`config.mk`:
```
export PLATFORM = sky130hd
export DESIGN_NAME = tower_su3_scheduler
export DESIGN_NICKNAME = d
export VERILOG_FILES = /design/src/rtl/tower_su3_scheduler.sv
export SDC_FILE = /design/constraint.sdc
export NUM_CORES = 1
export LEC_CHECK = 0
export ABC_AREA = 1
export CAP_MARGIN = 20
export CORE_AREA = 2 2 351 353
export DETAILED_ROUTE_END_ITERATION = 10
export DIE_AREA = 0 0 353 355
export HOLD_SLACK_MARGIN = 0.05
export SLEW_MARGIN = 10
export SYNTH_ARGS = -nofsm -noshare
export SYNTH_HDL_FRONTEND = slang
export SYNTH_SLANG_ARGS = --single-unit
```
`constraint.sdc`:
```
create_clock -name clk -period 5.49 [get_ports clk]
set_input_delay 1.647 -clock clk [delete_from_list [all_inputs] [get_ports clk]]
set_output_delay 1.647 -clock clk [all_outputs]
set_load 0.01 [all_outputs]
```
`src/rtl/tower_su3_scheduler.sv`:
```
// tower_su3_scheduler: round-robin arbiter that shares one SU(3) rotation core
// between NREQ requesters and returns each result tagged with the requester id.
// Optional WAIT-state watchdog: define TOWER_SU3_SCHED_TIMEOUT_EN.
module tower_su3_scheduler #(
  parameter int unsigned NREQ           = 4,
  parameter int unsigned IDW            = 2,
  parameter int unsigned TIMEOUT_CYCLES = 64
) (
  input  logic                clk,
  input  logic                rst_n,
  input  logic [NREQ-1:0]     req_valid_i,
  output logic [NREQ-1:0]     req_ready_o,
  input  logic [3*NREQ-1:0]   req_axis_i,
  input  logic [32*NREQ-1:0]  req_angle_i,
  input  logic [96*NREQ-1:0]  req_qutrit_i,
  output logic                core_start_o,
  output logic [2:0]          core_axis_o,
  output logic [31:0]         core_angle_o,
  output logic [95:0]         core_qutrit_o,
  input  logic                core_valid_i,
  input  logic [95:0]         core_result_i,
  output logic                rsp_valid_o,
  input  logic                rsp_ready_i,
  output logic [IDW-1:0]      rsp_id_o,
  output logic [95:0]         rsp_data_o,
  output logic                rsp_err_o,
  output logic                busy_o,
  output logic [31:0]         op_count_o
);

  localparam int unsigned SELW = (NREQ > 1) ? $clog2(NREQ) : 1;
  localparam int unsigned AXW  = 3;
  localparam int unsigned ANGW = 32;
  localparam int unsigned QW   = 96;
  localparam int unsigned CNTW = 32;
`ifdef TOWER_SU3_SCHED_TIMEOUT_EN
  localparam int unsigned WDW  = 16;
  localparam logic [WDW-1:0] WD_LAST = WDW'(TIMEOUT_CYCLES - 1);
`endif

  typedef enum logic [1:0] {S_IDLE, S_ISSUE, S_WAIT, S_RESP} state_e;

  state_e            state_q, state_d;
  logic [SELW-1:0]   ptr_q, ptr_d;
  logic              core_start_q, core_start_d;
  logic [AXW-1:0]    axis_q, axis_d;
  logic [ANGW-1:0]   angle_q, angle_d;
  logic [QW-1:0]     qutrit_q, qutrit_d;
  logic              rsp_valid_q, rsp_valid_d;
  logic [IDW-1:0]    rsp_id_q, rsp_id_d;
  logic [QW-1:0]     rsp_data_q, rsp_data_d;
  logic              busy_q, busy_d;
  logic [CNTW-1:0]   op_count_q, op_count_d;
  logic [NREQ-1:0]   grant_c;
`ifdef TOWER_SU3_SCHED_TIMEOUT_EN
  logic              rsp_err_q, rsp_err_d;
  logic [WDW-1:0]    wd_q, wd_d;
`endif

  // Round-robin search: rotate requests so the pointer sits at bit 0, take the lowest set bit
  logic [2*NREQ-1:0] gnt_dbl;
  logic [NREQ-1:0]   gnt_rot;
  logic              gnt_found;
  logic [SELW-1:0]   gnt_off;
  logic [SELW:0]     gnt_sum;
  logic [SELW-1:0]   gnt_idx;
  logic [NREQ-1:0]   gnt_oh;
  always_comb begin
    gnt_dbl   = {req_valid_i, req_valid_i} >> ptr_q;
    gnt_rot   = gnt_dbl[NREQ-1:0];
    gnt_found = |gnt_rot;
    gnt_off   = '0;
    for (int i = int'(NREQ) - 1; i >= 0; i--) begin
      if (gnt_rot[i]) gnt_off = SELW'(i);
    end
    gnt_sum = {1'b0, ptr_q} + {1'b0, gnt_off};
    if (gnt_sum >= (SELW+1)'(NREQ)) gnt_idx = SELW'(gnt_sum - (SELW+1)'(NREQ));
    else                            gnt_idx = gnt_sum[SELW-1:0];
    gnt_oh = gnt_found ? (NREQ'(1) << gnt_idx) : '0;
  end

  // Operand mux for the granted requester
  logic [AXW-1:0]  sel_axis;
  logic [ANGW-1:0] sel_angle;
  logic [QW-1:0]   sel_qutrit;
  always_comb begin
    sel_axis   = '0;
    sel_angle  = '0;
    sel_qutrit = '0;
    for (int i = 0; i < int'(NREQ); i++) begin
      if (gnt_oh[i]) begin
        sel_axis   = req_axis_i[AXW*i +: AXW];
        sel_angle  = req_angle_i[ANGW*i +: ANGW];
        sel_qutrit = req_qutrit_i[QW*i +: QW];
      end
    end
  end

  // Next-state and registered-output logic
  always_comb begin
    state_d    = state_q;
    ptr_d      = ptr_q;
    axis_d     = axis_q;
    angle_d    = angle_q;
    qutrit_d   = qutrit_q;
    rsp_id_d   = rsp_id_q;
    rsp_data_d = rsp_data_q;
    op_count_d = op_count_q;
    grant_c    = '0;
`ifdef TOWER_SU3_SCHED_TIMEOUT_EN
    rsp_err_d  = rsp_err_q;
    wd_d       = wd_q;
`endif
    unique case (state_q)
      S_IDLE: begin
        if (gnt_found) begin
          grant_c  = gnt_oh;
          axis_d   = sel_axis;
          angle_d  = sel_angle;
          qutrit_d = sel_qutrit;
          rsp_id_d = IDW'(gnt_idx);
          ptr_d    = (gnt_idx == SELW'(NREQ - 1)) ? '0 : gnt_idx + SELW'(1);
          state_d  = S_ISSUE;
        end
      end
      S_ISSUE: begin
`ifdef TOWER_SU3_SCHED_TIMEOUT_EN
        wd_d    = '0;
`endif
        state_d = S_WAIT;
      end
      S_WAIT: begin
        if (core_valid_i) begin
          rsp_data_d = core_result_i;
`ifdef TOWER_SU3_SCHED_TIMEOUT_EN
          rsp_err_d  = 1'b0;
`endif
          state_d    = S_RESP;
        end
`ifdef TOWER_SU3_SCHED_TIMEOUT_EN
        else if (wd_q == WD_LAST) begin
          rsp_data_d = '0;
          rsp_err_d  = 1'b1;
          state_d    = S_RESP;
        end else begin
          wd_d = wd_q + WDW'(1);
        end
`endif
      end
      S_RESP: begin
        if (rsp_ready_i) begin
          op_count_d = op_count_q + CNTW'(1);
          state_d    = S_IDLE;
        end
      end
      default: state_d = S_IDLE;
    endcase
    core_start_d = (state_d == S_ISSUE);
    rsp_valid_d  = (state_d == S_RESP);
    busy_d       = (state_d != S_IDLE);
  end

  // State and output registers; reset aborts any operation in flight
  always_ff @(posedge clk or negedge rst_n) begin
    if (!rst_n) begin
      state_q      <= S_IDLE;
      ptr_q        <= '0;
      core_start_q <= 1'b0;
      axis_q       <= '0;
      angle_q      <= '0;
      qutrit_q     <= '0;
      rsp_valid_q  <= 1'b0;
      rsp_id_q     <= '0;
      rsp_data_q   <= '0;
      busy_q       <= 1'b0;
      op_count_q   <= '0;
`ifdef TOWER_SU3_SCHED_TIMEOUT_EN
      rsp_err_q    <= 1'b0;
      wd_q         <= '0;
`endif
    end else begin
      state_q      <= state_d;
      ptr_q        <= ptr_d;
      core_start_q <= core_start_d;
      axis_q       <= axis_d;
      angle_q      <= angle_d;
      qutrit_q     <= qutrit_d;
      rsp_valid_q  <= rsp_valid_d;
      rsp_id_q     <= rsp_id_d;
      rsp_data_q   <= rsp_data_d;
      busy_q       <= busy_d;
      op_count_q   <= op_count_d;
`ifdef TOWER_SU3_SCHED_TIMEOUT_EN
      rsp_err_q    <= rsp_err_d;
      wd_q         <= wd_d;
`endif
    end
  end

  // Accept is combinational so the grant lands in the same cycle; held low during reset
  assign req_ready_o   = rst_n ? grant_c : '0;
  assign core_start_o  = core_start_q;
  assign core_axis_o   = axis_q;
  assign core_angle_o  = angle_q;
  assign core_qutrit_o = qutrit_q;
  assign rsp_valid_o   = rsp_valid_q;
  assign rsp_id_o      = rsp_id_q;
  assign rsp_data_o    = rsp_data_q;
  assign busy_o        = busy_q;
  assign op_count_o    = op_count_q;
`ifdef TOWER_SU3_SCHED_TIMEOUT_EN
  assign rsp_err_o     = rsp_err_q;
`else
  assign rsp_err_o     = 1'b0;
`endif

endmodule
```
### After elaboration in Yosys (flattened, before gate mapping)

Index checks and enable logic that the tools add are counted.
W data, S select, Z words.

| cells by class | value |
|---|---|
| multipliers | 0 |
| bitwise operators | 0 |
| shift operators | 2 |
| add/subtract/negate cells | 4 |
| divide/modulo/power cells | 0 |
| eq/ne operators | 6 |
| multiplexer cells | 26 |
| magnitude comparators | 1 |
| reduce and logical (&&, ||, !) cells | 6 |

Operators by type and width:

| cell | number |
|---|---|
| $mux W96 | 4 |
| $mux W32 | 4 |
| $add A32 B1 Y32 const B | 1 |
| $mux W2 | 9 |
| $mux W4 | 4 |
| $mux W3 | 4 |
| $eq A2 B2 Y1 const B | 4 |
| $pmux W2 S4 | 1 |
| $shr A8 B2 Y4 | 1 |
| $reduce_and A2 Y1 | 3 |
| $eq A2 B1 Y1 const B | 2 |
| $reduce_or A4 Y1 | 1 |
| $shl A1 B2 Y4 const A | 1 |
| $add A2 B2 Y3 | 1 |
| $ge A3 B3 Y1 const B | 1 |
| $add A2 B1 Y2 const B | 1 |
| $logic_not A2 Y1 | 1 |
| $reduce_bool A2 Y1 | 1 |
| $sub A2 B1 Y2 const B | 1 |

| storage, ports and cells | value |
|---|---|
| memories kept | 0 |
| bits in writable memories | 0 |
| register bits | 268 |
| bits in latches | 0 |
| word-level logic and storage cells | 56 |
| output and inout port bits | 269 |
| bits of input ports | 628 |
| memory bits (read-only) | 0 |

### Longest topological paths before layout

| depth | value |
|---|---|
| word-level depth | 14 |
| mapped depth | 20 |
| gate-level depth less buffers | 18 |

### Worst setup path after synthesis

OpenSTA, ideal clock, no wires.

| timing | value |
|---|---|
| path kind | input port to output port |
| from | input req_valid_i[1] |
| to | output req_ready_o[1] |
| data required time | 3843 ps |
| stages on the path | 15 |
| data arrival time | 3825 ps |
| path slack | 18 ps |
| path buffers | 3 |
| path through | nand2_1 -> nand3_1 -> nand2_1 -> nand3_1 -> a21boi_0 -> ha_1 -> xnor2_1 -> xor2_1 -> inv_1 -> ha_1 -> clkbuf_1 -> clkbuf_1 -> clkbuf_1 -> nand2_1 -> nor2_1 |

| between the ends | value |
|---|---|
| longest elaborated chain between the ends | 13 |
| elaborated cells between the ends (all ways) | 15 |
| those cells by class | 2 x add/sub; 1 x order compare; 2 x shift; 9 x mux; 1 x reduce/logical |

RTL lines:

| item | line | source |
|---|---|---|
| start, declared | 11 | `input logic [NREQ-1:0] req_valid_i,` |
| $shr A8 B2 Y4 (*) | 69 | `gnt_dbl = {req_valid_i, req_valid_i} >> ptr_q;` |
| $mux W2 (3 in a row) | 74 | `if (gnt_rot[i]) gnt_off = SELW'(i);` |
| $mux W2 (*) | 74 |  |
| $add A2 B2 Y3 (*) | 76 | `gnt_sum = {1'b0, ptr_q} + {1'b0, gnt_off};` |
| $ge A3 B3 Y1 / $sub A2 B1 Y2 (equally long branches) | 77 | `if (gnt_sum >= (SELW+1)'(NREQ)) gnt_idx = SELW'(gnt_sum - (SELW+1)'(NREQ));` |
| $mux W2 (*) | 77 |  |
| named net gnt_idx[1] | 66 | `logic [SELW-1:0] gnt_idx;` |
| $shl A1 B2 Y4 (*) | 79 | `gnt_oh = gnt_found ? (NREQ'(1) << gnt_idx) : '0;` |
| $mux W4 (*) | 79 |  |
| $mux W4 (*) | 116 | `if (gnt_found) begin` |
| $mux W4 (*) | 114 | `unique case (state_q)` |
| $mux W4 (*) | 201 | `assign req_ready_o = rst_n ? grant_c : '0;` |
| end, declared | 12 | `output logic [NREQ-1:0] req_ready_o,` |

Mark *: on every way through the listed nets, which the timed path passes. The rest lies on a longest branch.

### Worst setup path after layout

| timing | value |
|---|---|
| from | input req_valid_i[1] |
| to | output req_ready_o[2] |

The elaborated chain is that of the path after synthesis.

==> out/results.ini <==
[min_path]
hold_start=core_angle_o[25]
holdPathEnd=core_angle_o[25]
worst_hold_path_type=reg2reg
min_path_cells=2

[routing]
routed_wl_mm=98.8
wl_per_cell_microns=18.9
drtPass1Iterations=5
vias=20404
drc_errors=0
drt-initial-drc-count=1377
vias_per_cell=3.91
drtAntennaViolNets=0

[grt]
grt_use_met2=0.231
grt_usage=0.152
grt.overflow.total=0
grt_util_met3=0.0538
grt_max_degree=167
grt_pass1_wl_mm=140
antenna_found_initial=27
grt.busiest_layer=met2
gr-usage-met1=0.201
grt_pass1_vias=19804

[critical_path]
crit_type=in2out
cp_top_family=buffers and inverters
rr_endpoint=core_qutrit_o[46]
max_stage_delay_ps=260
end_kind=output port
worst-path-buf-inv=5
cp-startpoint=req_valid_i[1]
cp_slowest_cell=dlygate4sd2_1
r2r_cells=21
crit_path_start_kind=input port
path_max_fanout=3
required_ps=3840
worstReg2RegStart=ptr_q[0]
worstPathArrival_ps=3710
worst_path_most_repeated_cell=nand2_2
crit_chain=dlygate4sd2_1, nand2_2, nand3_2, nand2_2, nand3_1, a21boi_2, ha_2, xnor2_2, xor2_2, buf_6, ha_1, inv_2, nor2_8, inv_6, nor2_1, buf_2
r2r_slack_ps=1190

[finish]
most-common-layout-cells=nand2_1, clkdlybuf4s50_1, inv_1, nand3_1, dfrtp_1
final_common_cell=nand2_1
area_delta_synth_final_pct=67.7
fin_cells=5216
drive_above_1_share=0.0732
nFillCells=13585
num-nets-final=4190

[synth]
yosys_warnings=0
synth_fp_nets=3347
netlist.top_cell.by_area=dfrtp_1
synthCells=2713
ys_top_cells_by_area=dfrtp_1, nand2_1, inv_1, nand3_1, mux2_2
ys_types=34
yosysSeqAreaShare=0.376
synthesis.area_sq_um=17800
syn_area_per_cell_sq_um=6.58
ys_ff_latch=268
synth_top_area_frac=0.376

[cts]
cts_root_buf=clkbuf_16
cts_tree=built
cts_hold_buf=0
clk_latency_ps=590
cts_made_buffers=37
cts.htree.levels=2
cts_sinks=268
ctsLongestPathBuffers=3
clk_pin_slew_ps=50

[die]
coreArea_sq_um=121000
num_rows=128
start_util=0.147
die-area_sq_um=125000
die_height_microns=355
die_x_microns=353
ioPinCount=897

[timing]
fin_hold_ws_ps=475
max-slew-margin-rel=0.266
finClkSkew_ps=30.5
final_hold_viol_count=0
finalCritPeriodShare=0.977
setup_violations=0
period_needed_ps=5360
slew_viol_final=0
worstMarginPinSlew_ps=1100
timing.fmax_mhz=187

[pwr]
leakagePower_nw=15.0
ir_drop_v=0.000896
p_clk_frac=0.106
comb_power_share=0.738
switchingPower_w=0.0122
p_int_w=0.0102
pwr-share-seq=0.155
p_total_w=0.0224
p_sw_frac=0.543
p_per_area_nw_per_um2=750

[run]
maxCapViolCount=0

[placement]
port_buffers=895
gp_congestion=0.923
dp_cells=5141
detailed_place_hpwl_mm=76.5

[run_status]
status=finished clean

layout make-up:
| type | instances | area, sq um | share of cell area |
|---|---|---|---|
| clock buffers | 54 | 1040 | 0.0347 |
| inverters | 425 | 1610 | 0.0537 |
| multi-input cells | 1849 | 8620 | 0.288 |
| well taps | 1625 | 2030 | 0.0679 |
| flip-flops and latches | 268 | 6710 | 0.224 |
| repair buffers | 975 | 9780 | 0.327 |
| clock inverters | 7 | 110 | 0.00368 |
| diodes | 13 | 32.5 | 0.00109 |
flip-flops by register name, summed over array words and instances, names as in the netlist:
register	count
core_start_o	1
core_qutrit_o	96
state_q	2
core_axis_o	3
core_angle_o	32
ptr_q	2
op_count_o	32
busy_o	1
rsp_id_o	2
rsp_data_o	96
rsp_valid_o	1
cell families (layout without fill, tap and decap cells):
| kind of cell | Yosys count | after routing | synth area share |
|---|---|---|---|
| and+or+nand+nor | 1581 | 1581 | 0.359 |
| adders and majority gates | 6 | 6 | 0.00421 |
| xor gates and xnor gates | 29 | 29 | 0.0142 |
| DFF | 268 | 268 | 0.376 |
| AOI/OAI and AO/OA | 136 | 136 | 0.0385 |
| other | 1 | 14 | 0.000210 |
| buffers and inverters | 596 | 1461 | 0.147 |
| muxes | 96 | 96 | 0.0606 |
timing repair:
| item | CTS | global route |
|---|---|---|
| endpoints found under the setup margin | 4 | 4 |
| gates resized for setup | 28 | 8 |
| setup buffers | 1 | 0 |
| pin swaps | 8 | 5 |
| gates cloned | 0 | 0 |
per-layer routing:
| metal | vias to the layer above | wire (microns) |
|---|---|---|
| met5 | - | 79 |
| met4 | 12 | 2280 |
| met3 | 104 | 9510 |
| met2 | 857 | 43400 |
| met1 | 9554 | 43500 |
| li1 | 9877 | - |
worst register-to-register path: cells and delay by family (launching register included):
kind	cells	cell delay, ps
and+or+nand+nor	9	880
xor gates and xnor gates	2	290
AOI/OAI and AO/OA	1	140
DFF	1	490
buffers and inverters	7	2090
adders and majority gates	2	380
cells in the mapped netlist:
| library cell | n |
|---|---|
| clkinv_1 | 41 |
| inv_1 | 379 |
| buf_1 | 3 |
| nor2_8 | 1 |
| nand2_1 | 1115 |
| inv_2 | 3 |
| dfrtp_1 | 268 |
| conb_1 | 1 |
| clkbuf_1 | 66 |
| o21ai_0 | 2 |
| nor2_2 | 2 |
| clkinv_2 | 1 |
| nor2_4 | 4 |
| xor2_1 | 20 |
| nand3_1 | 280 |
| nor3_1 | 10 |
| buf_6 | 31 |
| o21a_1 | 1 |
| mux2_2 | 96 |
| buf_2 | 50 |
| buf_8 | 2 |
| nand4_1 | 8 |
| a21boi_0 | 1 |
| nor2_1 | 149 |
| nor4_1 | 2 |
| ha_1 | 6 |
| inv_4 | 1 |
| nand2_2 | 5 |
| a21oi_1 | 131 |
| o22ai_1 | 1 |
| buf_4 | 19 |
| nand2_4 | 1 |
| xnor2_1 | 9 |
| nand3b_1 | 4 |
metrics by stage:
| stage | utilization | setup WS [ps] | cell area (sq um) | setup TNS, ps |
|---|---|---|---|---|
| 2_1_floorplan | - | 17.9 | 17800 | 0 |
| 3_3_place_gp | 0.236 | -873 | 28700 | -46850 |
| 3_5_place_dp | 0.236 | -828 | 28700 | -43090 |
| 4_1_cts | 0.246 | 6.26 | 29900 | 0 |
| 5_1_grt | 0.246 | -41.9 | 29900 | -112 |
| 6_report | 0.246 | 128 | 29900 | 0 |
how the worst max path moves through the flow:
stage          cells after the start              to  slack [ps]
2_1_floorplan                     15  req_ready_o[1]          20
3_3_place_gp                      16  req_ready_o[2]        -870
3_5_place_dp                      16  req_ready_o[2]        -830
4_1_cts                           16  req_ready_o[1]           6
5_1_grt                           16  req_ready_o[0]         -40
6_report                          16  req_ready_o[2]         130
power by group through the flow:
stage          registers, W  logic (W)  clock network, W
5_1_grt             0.00356     0.0185           0.00255
2_1_floorplan       0.00368    0.00935                 0
6_report            0.00349     0.0166           0.00238
3_3_place_gp        0.00345     0.0167                 0
3_5_place_dp        0.00347     0.0167                 0
4_1_cts             0.00346     0.0168           0.00249
(Power assumes the default switching activity.)
